--- src/rtl/panda_pkg.sv ---
// Shared types for the panda fetch path: fetch FSM encoding and the NOP word
// used both for flushed IF slots and for idle fetch output.
package panda_pkg;

    localparam logic [31:0] NOP_INSTR = 32'h0000_0013;

    typedef enum logic [2:0] {
        FS_IDLE = 3'd0,
        FS_REQ  = 3'd1,
        FS_WAIT = 3'd2,
        FS_HOLD = 3'd3,
        FS_DROP = 3'd4
    } fetch_state_e;

endpackage

--- src/rtl/panda_fetch_timer.sv ---
// Saturating wait-cycle counter for the fetch sequencer. hit_o flags the
// cycle in which the number of counted cycles (including the current one)
// reaches TimeoutCycles.
module panda_fetch_timer #(
    parameter int TimeoutCycles = 255
) (
    input  logic clk_i,
    input  logic rst_i,
    input  logic clr_i,
    input  logic en_i,
    output logic hit_o
);
    localparam int CW = (TimeoutCycles < 2) ? 1 : $clog2(TimeoutCycles + 1);

    logic [CW-1:0] cnt_q;

    // count enabled cycles, hold at all-ones rather than wrap
    always_ff @(posedge clk_i) begin
        if (rst_i || clr_i) begin
            cnt_q <= '0;
        end else if (en_i && (cnt_q != {CW{1'b1}})) begin
            cnt_q <= cnt_q + CW'(1);
        end
    end

    assign hit_o = en_i && (int'(cnt_q) >= TimeoutCycles - 1);

endmodule

--- src/rtl/panda_fetch_ctrl.sv ---
// Fetch sequencer between panda_if_stage and a req/gnt/rvalid instruction
// memory. One outstanding fetch; stale responses after a flush are dropped and
// a word returned during a downstream stall is parked in a one-entry buffer.
// Optional: define PANDA_FETCH_TIMEOUT_EN to add a sticky WAIT/DROP timeout.
module panda_fetch_ctrl
    import panda_pkg::*;
#(
    parameter int TimeoutCycles = 255
) (
    input  logic        clk_i,
    input  logic        rst_i,
    input  logic [31:0] pc_i,
    input  logic        flush_i,
    input  logic        pipe_stall_i,
    output logic        fetch_stall_o,
    output logic [31:0] instr_rdata_o,
    output logic        instr_req_o,
    output logic [31:0] instr_addr_o,
    input  logic        instr_gnt_i,
    input  logic        instr_rvalid_i,
    input  logic [31:0] instr_rdata_i,
    output logic        fetch_err_o
);
    fetch_state_e state_q, state_d;
    logic [31:0]  buf_q, buf_d;
    logic         eflush, in_wait, in_hold, deliver;

    // a flush under downstream stall is ignored, matching the IF stage;
    // outputs are forced to their idle values while reset is asserted
    always_comb begin
        eflush  = flush_i & ~pipe_stall_i;
        in_wait = ~rst_i & (state_q == FS_WAIT);
        in_hold = ~rst_i & (state_q == FS_HOLD);
        deliver = ~pipe_stall_i & ~flush_i & ((in_wait & instr_rvalid_i) | in_hold);

        fetch_stall_o = pipe_stall_i | (~deliver & ~eflush);
        instr_req_o   = ~rst_i & (state_q == FS_REQ);
        instr_addr_o  = pc_i;
        if (in_wait && deliver) begin
            instr_rdata_o = instr_rdata_i;
        end else if (in_hold) begin
            instr_rdata_o = buf_q;
        end else begin
            instr_rdata_o = NOP_INSTR;
        end
    end

    // next-state and buffer capture
    always_comb begin
        state_d = state_q;
        buf_d   = buf_q;
        unique case (state_q)
            FS_IDLE: state_d = FS_REQ;
            FS_REQ: begin
                if (eflush) begin
                    state_d = instr_gnt_i ? FS_DROP : FS_IDLE;
                end else if (instr_gnt_i) begin
                    state_d = FS_WAIT;
                end
            end
            FS_WAIT: begin
                if (instr_rvalid_i) begin
                    if (eflush) begin
                        state_d = FS_IDLE;
                    end else if (!pipe_stall_i) begin
                        state_d = FS_REQ;
                    end else begin
                        buf_d   = instr_rdata_i;
                        state_d = FS_HOLD;
                    end
                end else if (eflush) begin
                    state_d = FS_DROP;
                end
            end
            FS_HOLD: begin
                if (eflush) begin
                    state_d = FS_IDLE;
                end else if (!pipe_stall_i) begin
                    state_d = FS_REQ;
                end
            end
            FS_DROP: begin
                if (instr_rvalid_i) begin
                    state_d = FS_REQ;
                end
            end
            default: state_d = FS_IDLE;
        endcase
    end

    // state and buffer registers
    always_ff @(posedge clk_i) begin
        if (rst_i) begin
            state_q <= FS_IDLE;
            buf_q   <= NOP_INSTR;
        end else begin
            state_q <= state_d;
            buf_q   <= buf_d;
        end
    end

`ifdef PANDA_FETCH_TIMEOUT_EN
    logic timer_act, timer_hit, err_q;

    assign timer_act = ~rst_i & ((state_q == FS_WAIT) | (state_q == FS_DROP));

    panda_fetch_timer #(
        .TimeoutCycles(TimeoutCycles)
    ) u_timer (
        .clk_i (clk_i),
        .rst_i (rst_i),
        .clr_i (~timer_act),
        .en_i  (timer_act),
        .hit_o (timer_hit)
    );

    // sticky error; only reset clears it
    always_ff @(posedge clk_i) begin
        if (rst_i) begin
            err_q <= 1'b0;
        end else begin
            err_q <= err_q | timer_hit;
        end
    end

    assign fetch_err_o = ~rst_i & (err_q | timer_hit);
`else
    // no timer in this build: constant 0 (the compare is never true)
    assign fetch_err_o = (TimeoutCycles < 0);
`endif

endmodule

--- config.mk ---
export PLATFORM = sky130hd
export DESIGN_NAME = panda_fetch_ctrl
export DESIGN_NICKNAME = d
export VERILOG_FILES = /design/src/rtl/panda_pkg.sv /design/src/rtl/panda_fetch_timer.sv /design/src/rtl/panda_fetch_ctrl.sv
export SDC_FILE = /design/constraint.sdc
export NUM_CORES = 1
export LEC_CHECK = 0
export ABC_CLOCK_PERIOD_IN_PS = 1800
export BUFFER_PORTS_ARGS = -buffer_cell sky130_fd_sc_hd__buf_2
export CAP_MARGIN = 20
export CELL_PAD_IN_SITES_DETAIL_PLACEMENT = 1
export CELL_PAD_IN_SITES_GLOBAL_PLACEMENT = 1
export CORE_UTILIZATION = 28
export DETAILED_ROUTE_END_ITERATION = 10
export PLACE_DENSITY = 0.91
export SLEW_MARGIN = 25
export SYNTH_ARGS = -nofsm -noshare
export SYNTH_HDL_FRONTEND = slang
export SYNTH_HIERARCHICAL = 1
export SYNTH_SLANG_ARGS = --single-unit
--- constraint.sdc ---
create_clock -name clk_i -period 1.8 [get_ports clk_i]
set_clock_uncertainty 0.1 [all_clocks]
set_input_delay 0.18 -clock clk_i [delete_from_list [all_inputs] [get_ports clk_i]]
set_output_delay 0.18 -clock clk_i [all_outputs]
set_load 0.03 [all_outputs]
# --- Word level (Yosys, flattened, before mapping) ---
# Index checks and enable logic that the tools add are counted.
totals:
  ff_bits: 35
  latch_bits: 0
  ram_bits: 0
  mem_bits_ro: 0
  inputBits: 70
  output_inout_bits: 67
  elab_cells: 42
  n_memories: 0
classes:
  add_sub_neg: 0
  n_mul: 0
  n_div: 0
  magnitude_cmp: 0
  eq_ne: 8
  n_shift: 0
  mux: 13
  bitwise_logic: 15
  reduce_logical: 4
op_table:
  columns: ["op", "n"]
  rows:
  - ["two-way mux 32 bit", 2]
  - ["two-way mux 3 bit", 8]
  - ["case mux 3 bit (5 select lines)", 1]
  - ["inequality test 3 bit, second input constant", 3]
  - ["bitwise AND 1 bit", 8]
  - ["AND reduction 4 bit", 2]
  - ["equality test 3 x 2 -> 1 bit, second input constant", 2]
  - ["inverter 1 bit", 5]
  - ["two-way mux 2 bit", 2]
  - ["equality test 3 x 1 -> 1 bit, second input constant", 1]
  - ["equality test 3 bit, second input constant", 1]
  - ["zero test 3 bit", 1]
  - ["inequality test 2 bit, second input constant", 1]
  - ["bitwise OR 1 bit", 2]
  - ["logical AND 1 bit", 1]

# --- Longest topological paths before layout ---
# Gate-level depths: netlist of run 1.
depth:
  ltp_word: 8
  mapped_depth: 7

# --- Worst setup path before layout of run 1 ---
# No wires, ideal clock.
synth_timing:
  path_kind: "register to output"
  startpoint: "reg state_q[2]"
  endpoint: "out instr_rdata_o[21]"
  t_arrival_ns: 1.487
  setup_slack_ns: 0.033
  stages_incl_launch_ff: 8
  n_path_buf: 3
  path_cell_list: "dfxtp_1 -> buf_4 -> nor2_4 -> nand2_1 -> nor4_2 -> buf_4 -> buf_6 -> a22o_1"
synth_between:
  elab_chain_len: 7
  word_cells_on_any_way: 10
  cone_classes: "eq/ne (2); mux (2); bitwise (5); reduce/logical (1)"
synth_rtl:
  columns: ["element", "line_no", "rtl"]
  rows:
  - ["start, declared", "panda_fetch_ctrl.sv:24", "fetch_state_e state_q, state_d;"]
  - ["start signal, assigned", "panda_fetch_ctrl.sv:97", "state_q <= state_d;"]
  - ["equality test 3 x 2 -> 1 bit", "panda_fetch_ctrl.sv:32", "in_wait = ~rst_i & (state_q == FS_WAIT);"]
  - ["bitwise AND 1 bit", "panda_fetch_ctrl.sv:32", null]
  - ["bitwise AND 1 bit", "panda_fetch_ctrl.sv:34", "deliver = ~pipe_stall_i & ~flush_i & ((in_wait & instr_rvalid_i) | in_hold);"]
  - ["bitwise OR 1 bit", "panda_fetch_ctrl.sv:34", null]
  - ["bitwise AND 1 bit", "panda_fetch_ctrl.sv:34", null]
  - ["logical AND 1 bit", "panda_fetch_ctrl.sv:39", "if (in_wait && deliver) begin"]
  - ["two-way mux 32 bit *", "panda_fetch_ctrl.sv:39", null]
  - ["end, declared", "panda_fetch_ctrl.sv:16", "output logic [31:0] instr_rdata_o,"]
# Mark *: on every way between the ends. The rest lies on a longest branch, timed or not.

# --- Worst setup path in the final report of run 1 ---
layout_timing:
  startpoint: "reg state_q[0]"
  endpoint: "out instr_rdata_o[1]"
# The elaborated chain is that of the path after synthesis.

==> summary.txt, run 1 <==
Logic synthesis
  • Top-area cell type share of the netlist area: 0.346
  • Synthesized area per cell: 7.81 µm²
  • Register bit total from synthesis: 35
  • Post-Syn Area: 2020 µm²
  • Asr flop ratio synth: 0
  • Synthesized Nets: 329
  • Post-synthesis cell type count: 35
  • Commonest cells in the netlist: 65 x nand2_1, 35 x buf_4, 35 x dfxtp_1
  • Synth area leaders: dfxtp_1 35%, buf_4 13%, a22o_1 13%, nand2_1 12%, a21oi_1 7.4%
  • Yosys warning total: 6
  • Most used DFF post-synth: dfxtp_1
  • Syn Inst Count: 259
  • EDFF count, synth: 0
  • Biggest area consumer among synthesized cells: dfxtp_1
  • Most instantiated library cell after synthesis: nand2_1
  • Part of the Yosys area used for sequential elements: 0.346

Place
  • Pre-CTS setup slack: 0.0116 ns
  • DP HPWL: 3950 µm
  • Post-Place Cells: 386
  • GPL Wtd Cong: 0.790
  • Number of I/O port buffers: 71

Routing
  • Highest metal used: met4
  • Via density per instance: 4.97
  • Met3 wire len: 341 µm
  • Wire per inst: 15.6 µm
  • Drt drc: 0
  • Met1 wire length: 2510 µm
  • Post-Route WL: 6260 µm
  • DR pass1 iterations: 4
  • Initial drt markers: 77
  • DR vias: 1994
  • DR WL met2: 3380 µm
  • Routed Antenna Nets: 0

Clocking
  • CTS root buf: clkbuf_8
  • Maximum clock path buffer count: 2
  • Skew-Pair Late Insertion Delay: 0.28 ns
  • Total number of H-tree levels: 2
  • Count of hold-fix buffers inserted at cts: 0
  • Clock Sinks: 35
  • CTS buffer count: 5
  • CTS tree: yes
  • Reg clk slew, reported paths: 0.08 ns

Pwr
  • Sequential share of power: 0.489
  • Logic pwr share: 0.173
  • Peak VDD IR: 0.375 mV
  • Leakage: 1.08 nW
  • Clock power share: 0.338
  • Pwr/cell area: 619 nW/µm²
  • Switching Share: 0.284
  • Cell internal pwr: 1.19 mW
  • P_sw: 0.472 mW

Critical path
  • Crit path launch type: flop
  • Crit Path Category: reg2out
  • Arr. time, crit path: 1.66 ns
  • CP endpoint kind: output pin
  • Crit path required time: 1.52 ns
  • Worst-path maximum fanout: 4

Flow run
  • Max cap viols: 0

Hold path
  • Worst min-delay path class: in2reg

Finish
  • Diode count: 0
  • Share of layout cells above drive strength 1: 0.357
  • Final cell count without fillers: 401
  • Fillers: 835
  • Area Growth Syn to Fin: 32.8%
  • Final Net Count: 374

Timing
  • RSZ-0062 raised after global routing: yes
  • Final setup fails: 33
  • Fin crit share: 1.08
  • Setup TNS: -3.36 ns
  • Fin. Hold Viols: 0
  • Minimum clock period: 1.94 ns
  • Hold Slack: 0.0295 ns
  • PnR worst setup slack: -0.143 ns
  • Max Clk Rate: 515 MHz
  • Slew Viols, Final: 0

Global routing
  • Pin count of the biggest net entering global routing: 35
  • Grt ovf: 0
  • Vias in the first global route: 1977
  • GRT Total Usage: 0.152
  • Antenna violations before repair: 0
  • First-pass GRT wire length: 9020 µm

Floorplan
  • Initial core utilization: 0.295
  • DIE AREA: 7570 µm²
  • Core area: 6870 µm²
  • Die width: 87.0 µm
  • IO Count: 137
  • Rows: 30
  • Die Y: 87.0 µm

Outcome
  • Failing checks: setup timing
  • Status: finished, violations left
per-stage QoR:
stage	power [mW]	util	instance area, µm²
6_report	1.66	0.391	2690
5_1_grt	1.75	0.391	2690
4_1_cts	1.68	0.376	2580
3_5_place_dp	1.08	0.330	2260
3_3_place_gp	1.07	0.330	2260
2_1_floorplan	1.11	-	2020
worst max-delay path, stage by stage, from the launching register on:
cell	delay (ns)
dfxtp_4	0.36
nand2b_4	0.15
or4_4	0.50
o22a_1	0.24
buf_6	0.15
sequential cells by signal, summed over array words and instances, names as in the netlist:
signal	flops
buf_q	32
state_q	3
area by class of cell:
cell class / count / area (µm²) / share of cell area
Clock buffer: 5 / 68.8 / 0.0256
Clock inverter: 3 / 20.0 / 0.00745
Inverter: 2 / 7.51 / 0.00279
Multi-Input combinational cell: 170 / 997 / 0.371
Sequential cell: 35 / 707 / 0.263
Tap cell: 96 / 120 / 0.0447
Timing Repair Buffer: 90 / 767 / 0.285
cell families (layout without fill, tap and decap cells):
group | after synthesis | after routing | synth area share
simple gates | 93 | 93 | 0.214
compound gates | 75 | 75 | 0.257
buf+inv | 54 | 100 | 0.176
flops | 35 | 35 | 0.346
other cells | 1 | 1 | 0.00185
xor+xnor | 1 | 1 | 0.00433
power groups by stage:
stage | Sequential [mW] | Combinational, mW | Clock, mW
after floorplan | 0.821 | 0.285 | 0
after CTS | 0.814 | 0.275 | 0.592
after global routing | 0.817 | 0.313 | 0.619
final | 0.814 | 0.288 | 0.563
after global placement | 0.831 | 0.240 | 0
after detailed placement | 0.833 | 0.251 | 0
path summary, 6_finish.rpt:
check / startpoint / endpoint / slack [ns] / cells past startpoint
setup / recovery: state_q[0]$_SDFFE_PP0P_ / instr_rdata_o[1] / -0.14 / 4
hold / removal: instr_rdata_i[1] / buf_q[1]$_SDFFE_PP1P_ / 0.03 / 3
setup reg to reg: state_q[0]$_SDFFE_PP0P_ / state_q[2]$_SDFFE_PP0P_ / 0.07 / 6
hold reg to reg: buf_q[19]$_SDFFE_PP0P_ / buf_q[19]$_SDFFE_PP0P_ / 0.36 / 2
layer usage:
layer,GRT usage,vias to the layer above
met2,0.292,71
met1,0.163,964
met3,0.0341,7
met5,0,-
met4,0.0439,0
li1,-,952
layout by cell type (no fill, tap or decap), drive strengths merged:
cell type and n:
nor3 2, clkinvlp 2, nor2 5, a211oi 3, and2b 1, nand3 5
o21ai 4, buf 87, a22o 29, nor4 1, o22a 3, inv 2
nor3b 1, clkinv 1, clkbuf 8, a211o 2, and4 1, o21bai 1
o32ai 1, or3b 2, a31oi 1, nand2 65, o211ai 1, xnor2 1
and3 1, a21oi 30, conb 1, or4b 1, nand4b 1, or4 1
nand2b 6, dfxtp 35
repair_timing:
action	4_1_cts	5_1_grt
pin swaps	4	32
setup endpoints to repair	32	35
cloned	0	3
buffers inserted	2	2
gates resized for setup	70	7
No activity file was read; power rests on OpenSTA's default activity.
==> run 2: changes to the inputs <==
--- a/config.mk
+++ b/config.mk
@@ -10,6 +10,7 @@
 export CAP_MARGIN = 20
 export CELL_PAD_IN_SITES_DETAIL_PLACEMENT = 1
 export CELL_PAD_IN_SITES_GLOBAL_PLACEMENT = 1
+export CORE_MARGIN = 1.5
 export CORE_UTILIZATION = 28
 export DETAILED_ROUTE_END_ITERATION = 10
 export PLACE_DENSITY = 0.91
==> run 2 against run 1 <==
Effect of this change: the run still ends with setup timing left; non-clock buffer count up 2; register-to-register slack better by 0.08 ns; flip-flop and latch count did not move; die area grew 2.3%; critical path type unchanged; critical endpoint is now instr_rdata_o[6]; highest routed layer unchanged.
==> summary.txt, run 2 (same netlist as run 1, synthesis figures left out) <==
Clocking
  • Total number of H-tree levels: 2
  • Reg clk slew, reported paths: 0.07 ns
  • CTS buffer count: 5
  • CTS root buf: clkbuf_8
  • Maximum clock path buffer count: 2
  • CTS tree: yes
  • Clock Sinks: 35
  • Skew-Pair Late Insertion Delay: 0.28 ns

Pwr
  • Cell internal pwr: 1.20 mW
  • Peak VDD IR: 0.237 mV
  • Clock power share: 0.330
  • Total power: 1.66 mW
  • P_sw: 0.461 mW
  • Pwr/cell area: 601 nW/µm²
  • Sequential share of power: 0.488
  • Leakage: 1.10 nW
  • Logic pwr share: 0.182
  • Switching Share: 0.277

Floorplan
  • Die Y: 88.0 µm
  • Initial core utilization: 0.293
  • Rows: 30
  • IO Count: 137
  • Die width: 88.0 µm
  • DIE AREA: 7740 µm²
  • Core area: 6910 µm²

Finish
  • Final Net Count: 376
  • Sequential Area: 707 µm²
  • Diode count: 0
  • Area Growth Syn to Fin: 36.7%
  • Most frequent cells in the layout: 64 x nand2_1, 39 x buf_2, 36 x buf_6, 32 x dfxtp_1, 30 x a21oi_1
  • Design Area, Final: 2770 µm²
  • Area occupied by multi-input gates: 1000 µm²
  • Largest reg by FF count: buf_q
  • Largest regs: buf_q (32), state_q (3)
  • Max FFs per register: 32
  • Share of layout cells above drive strength 1: 0.358
  • Commonest non-fill, non-tap cell in the layout: nand2_1
  • Fillers: 831

Timing
  • Hold Slack: 0.0339 ns
  • Fin. Hold Viols: 0
  • Max Clk Rate: 509 MHz
  • Fin crit share: 1.09
  • Minimum clock period: 1.96 ns
  • Slew Viols, Final: 0
  • Final setup fails: 33
  • RSZ-0062 raised after global routing: yes
  • PnR worst setup slack: -0.163 ns
  • Setup TNS: -3.89 ns

Routing
  • Drt drc: 0
  • Post-Route WL: 6710 µm
  • DR vias: 2019
  • DR pass1 iterations: 4
  • Initial drt markers: 69
  • Via density per instance: 5.01
  • Wire per inst: 16.6 µm
  • Routed Antenna Nets: 0

Critical path
  • Crit-path slowest cell: dfxtp_4
  • Most frequent CP cell: buf_6
  • R2r setup slk: 0.15 ns
  • Worst path max stage delay: 0.35 ns
  • CP startpoint: state_q[0]$_SDFFE_PP0P_
  • Worst path cell trace: nand2b_4, nor4_4, buf_6, buf_12, buf_16, a22o_1, buf_6
  • Worst R2R Path Depth: 5
  • Crit path required time: 1.52 ns
  • Arr. time, crit path: 1.68 ns
  • Worst r2r src: state_q[1]$_SDFFE_PP0P_
  • Capturing point of the worst reg2reg path: state_q[2]$_SDFFE_PP0P_
  • CP endpoint kind: output pin
  • Crit path launch type: flop
  • Worst-path maximum fanout: 7
  • Crit Path Category: reg2out
  • CP Capture Point: instr_rdata_o[6]

Global routing
  • GR Util met3: 0.0358
  • Antenna violations before repair: 0
  • Grt ovf: 0
  • Met1 GRT Util: 0.184
  • Grt peak-use layer: met2
  • First-pass GRT wire length: 10000 µm
  • GRT Total Usage: 0.167
  • Pin count of the biggest net entering global routing: 35
  • Met2 Track Usage GR: 0.318
  • Vias in the first global route: 2073

Place
  • DP HPWL: 3900 µm
  • Pre-CTS setup slack: 0.0619 ns
  • GPL Wtd Cong: 0.739
  • Number of I/O port buffers: 71
  • DP Area: 2270 µm²

Hold path
  • Worst min-delay path class: in2reg

Outcome
  • Failing checks: setup timing
  • Status: finished, violations left

Flow run
  • Max cap viols: 0
==> run 2: cell types whose count changed in the layout (fill, tap and decap cells not counted), sizes merged <==
cell,change
clkinvlp,-2
clkbuf,+1
buf,+3
==> run 2: through the flow <==
stage	util	cells
global route	0.401	403
finish	0.401	403
global placement	0.329	384
floorplan	-	259
CTS	0.394	401
detailed placement	0.329	384
==> run 2: power groups by stage <==
stage          clock network [mW]  logic, mW  registers [mW]
3_5_place_dp                    0      0.255           0.831
3_3_place_gp                    0      0.245           0.828
6_report                    0.548      0.303           0.811
4_1_cts                     0.580      0.283           0.808
2_1_floorplan                   0      0.285           0.821
5_1_grt                     0.605      0.331           0.812
==> run 2: area by class of cell <==
type	count	area share
clock inverters	1	0.00181
clock buffers	7	0.0276
well taps	96	0.0434
inverters	2	0.00271
multi-input cells	170	0.362
repair buffers	92	0.307
flip-flops and latches	35	0.256
==> run 2: critical path: cells and delay by family, from the launching register on <==
| family | cells | cell delay (ns) |
|---|---|---|
| flip-flops | 1 | 0.35 |
| AO/OA/AOI/OAI | 1 | 0.16 |
| buffers and inverters | 4 | 0.54 |
| AND/OR/NAND/NOR | 2 | 0.36 |
==> run 2: repair_timing <==
action / 4_1_cts / 5_1_grt
setup endpoints to repair: 32 / 35
pin swaps: 28 / 4
hold buffers: 0 / 0
setup buffers: 7 / 1
cloned: 3 / 3
gates resized for setup: 75 / 7
==> run 2: worst min path at each step <==
stage	end	depth (start not counted)	slack, ns	from
after floorplan	buf_q[0]$_SDFFE_PP1P_	2	0.20	instr_rdata_i[0]
after global placement	instr_addr_o[16]	0	0.26	pc_i[16]
after detailed placement	instr_addr_o[16]	0	0.26	pc_i[16]
after CTS	buf_q[4]$_SDFFE_PP1P_	3	0.02	instr_rdata_i[4]
after global routing	buf_q[5]$_SDFFE_PP0P_	3	0.04	instr_rdata_i[5]
final	buf_q[4]$_SDFFE_PP1P_	3	0.03	instr_rdata_i[4]
==> run 2: per-layer routing <==
| layer | part of all wire | vias up |
|---|---|---|
| met4 | 0.014 | 0 |
| li1 | - | 962 |
| met5 | 0 | - |
| met2 | 0.53 | 63 |
| met1 | 0.41 | 982 |
| met3 | 0.047 | 12 |
==> run 3: changes to the inputs <==
--- a/config.mk
+++ b/config.mk
@@ -6,14 +6,14 @@
 export NUM_CORES = 1
 export LEC_CHECK = 0
 export ABC_CLOCK_PERIOD_IN_PS = 1800
-export BUFFER_PORTS_ARGS = -buffer_cell sky130_fd_sc_hd__buf_2
 export CAP_MARGIN = 20
 export CELL_PAD_IN_SITES_DETAIL_PLACEMENT = 1
 export CELL_PAD_IN_SITES_GLOBAL_PLACEMENT = 1
 export CORE_MARGIN = 1.5
-export CORE_UTILIZATION = 28
+export CORE_UTILIZATION = 42
 export DETAILED_ROUTE_END_ITERATION = 10
-export PLACE_DENSITY = 0.91
+export DONT_BUFFER_PORTS = 1
+export PLACE_DENSITY = 0.89
 export SLEW_MARGIN = 25
 export SYNTH_ARGS = -nofsm -noshare
 export SYNTH_HDL_FRONTEND = slang
==> run 3 against run 2 <==
Effect of this change: the run still ends with setup timing left; final area increased by 6.2%; die area decreased by 32%; cell count decreased by 12%; flip-flop and latch count unchanged; wire length up 9.0%; first-iteration DRC count is 70% higher; largest power group unchanged.
==> summary.txt, run 3 (same netlist as run 1, synthesis figures left out) <==
Outcome
  • Status: finished, violations left
  • Failing checks: setup timing

Finish
  • Most frequent cells in the layout: 64 x nand2_1, 33 x dfxtp_1, 32 x dlygate4sd3_1, 30 x a21oi_1, 23 x a22o_1
  • Area Growth Syn to Fin: 45.2%
  • Final cell count without fillers: 353
  • Max FFs per register: 32
  • Largest regs: buf_q (32), state_q (3)
  • Largest reg by FF count: buf_q
  • Diode count: 0
  • Share of layout cells above drive strength 1: 0.258
  • Final Net Count: 368
  • Commonest non-fill, non-tap cell in the layout: nand2_1
  • Layout Utilization: 0.626

Floorplan
  • Core area: 4690 µm²
  • DIE AREA: 5240 µm²
  • Die Y: 72.4 µm
  • Initial core utilization: 0.431
  • Die width: 72.4 µm
  • IO Count: 137
  • Rows: 25

Critical path
  • Crit Path Category: reg2out
  • Crit path launch type: flop
  • Worst path cell trace: nor2_4, nand2_4, nor4_4, buf_4, buf_6, a22o_1, buf_12
  • Arr. time, crit path: 1.78 ns
  • Worst path max stage delay: 0.34 ns
  • Top delay family on crit path: simple AND/OR/NAND/NOR gates
  • Buf/Inv on CP: 3
  • CP endpoint kind: output pin
  • Crit-path slowest cell: dfxtp_2
  • Worst-path maximum fanout: 5
  • Crit path required time: 1.52 ns

Clocking
  • Maximum clock path buffer count: 2
  • Clock Sinks: 35
  • CTS buffer count: 5
  • CTS root buf: clkbuf_8
  • Total number of H-tree levels: 2
  • Reg clk slew, reported paths: 0.07 ns
  • CTS tree: yes
  • Skew-Pair Late Insertion Delay: 0.28 ns

Place
  • GPL Wtd Cong: 0.711
  • Number of I/O port buffers: 0
  • Post-Place Cells: 303
  • DP HPWL: 3760 µm
  • Pre-CTS setup slack: 0.0412 ns

Global routing
  • Pin count of the biggest net entering global routing: 34
  • Grt ovf: 0
  • First-pass GRT wire length: 10800 µm
  • Antenna violations before repair: 0
  • GRT Total Usage: 0.272
  • Vias in the first global route: 2177

Hold path
  • Worst min-delay path class: in2reg

Routing
  • DR pass1 iterations: 4
  • Post-Route WL: 7310 µm
  • Wire per inst: 20.7 µm
  • Via density per instance: 5.86
  • Drt drc: 0
  • Routed Antenna Nets: 0
  • Initial drt markers: 117
  • DR vias: 2068

Pwr
  • Pwr/cell area: 569 nW/µm²
  • Peak VDD IR: 0.387 mV
  • Leakage: 1.13 nW

Timing
  • Fin. Hold Viols: 0
  • RSZ-0062 raised after global routing: yes
  • Setup TNS: -6.44 ns
  • Fin crit share: 1.14
  • Final setup fails: 32
  • Max Clk Rate: 485 MHz
  • Hold Slack: 0.0672 ns
  • PnR worst setup slack: -0.261 ns
  • Minimum clock period: 2.06 ns
  • Slew Viols, Final: 0

Flow run
  • Max cap viols: 0
-- run 3: changes by cell type in the layout (fill, tap and decap cells not counted), sizes merged --
cell,previous run,this run
buf,90,51
dlygate4sd3,0,32
clkbuf,9,8
-- run 3: cell type report --
class                      instances  area (µm²)
inverter                           2        7.51
tap                               54        67.6
timing repair buffer              84        1000
clock buffer                       7        76.3
multi-input combinational        170        1080
clock inverter                     1        5.00
fill                             537        1750
sequential                        35         703
-- run 3: repair_timing --
action | in CTS | in global routing
endpoints found under the setup margin | 32 | 34
hold endpoints to repair | 35 | 0
buffers inserted | 4 | 1
hold buffers | 33 | 0
resized for setup | 35 | 9
gates cloned | 3 | 1
pin swaps | 7 | 20
-- run 3: worst register-to-register path: stages, from the launching register on --
cell and delay [ns]:
dfxtp_2 0.35, buf_4 0.11, buf_4 0.16, inv_2 0.08
and4_1 0.21, or4b_1 0.50, a21oi_1 0.13
-- run 3: per-layer routing --
metal,wire length (µm),vias up,track usage
li1,-,943,-
met1,2610,1009,0.276
met2,4050,82,0.533
met3,417,34,0.0556
met4,242,0,0.111
met5,0,-,0
-- run 3: where the power goes --
group / switching (mW) / internal [mW]
clock: 0.289 / 0.272
sequential: 0.0221 / 0.795
combinational: 0.146 / 0.146
-- run 3: stage by stage --
stage | total power [mW] | area [µm²]
CTS | 1.66 | 2840
detailed placement | 1.01 | 2240
finish | 1.67 | 2940
global placement | 1.00 | 2240
floorplan | 1.11 | 2020
global route | 1.74 | 2940
-- run 3: worst paths after layout --
check	from	to	slack (ns)	cells past startpoint
setup / recovery	state_q[2]$_SDFFE_PP0P_	instr_rdata_o[10]	-0.26	7
hold / removal	rst_i	buf_q[27]$_SDFFE_PP0P_	0.07	2
setup reg to reg	state_q[2]$_SDFFE_PP0P_	state_q[1]$_SDFFE_PP0P_	0.10	6
hold reg to reg	buf_q[3]$_SDFFE_PP0P_	buf_q[3]$_SDFFE_PP0P_	0.36	2
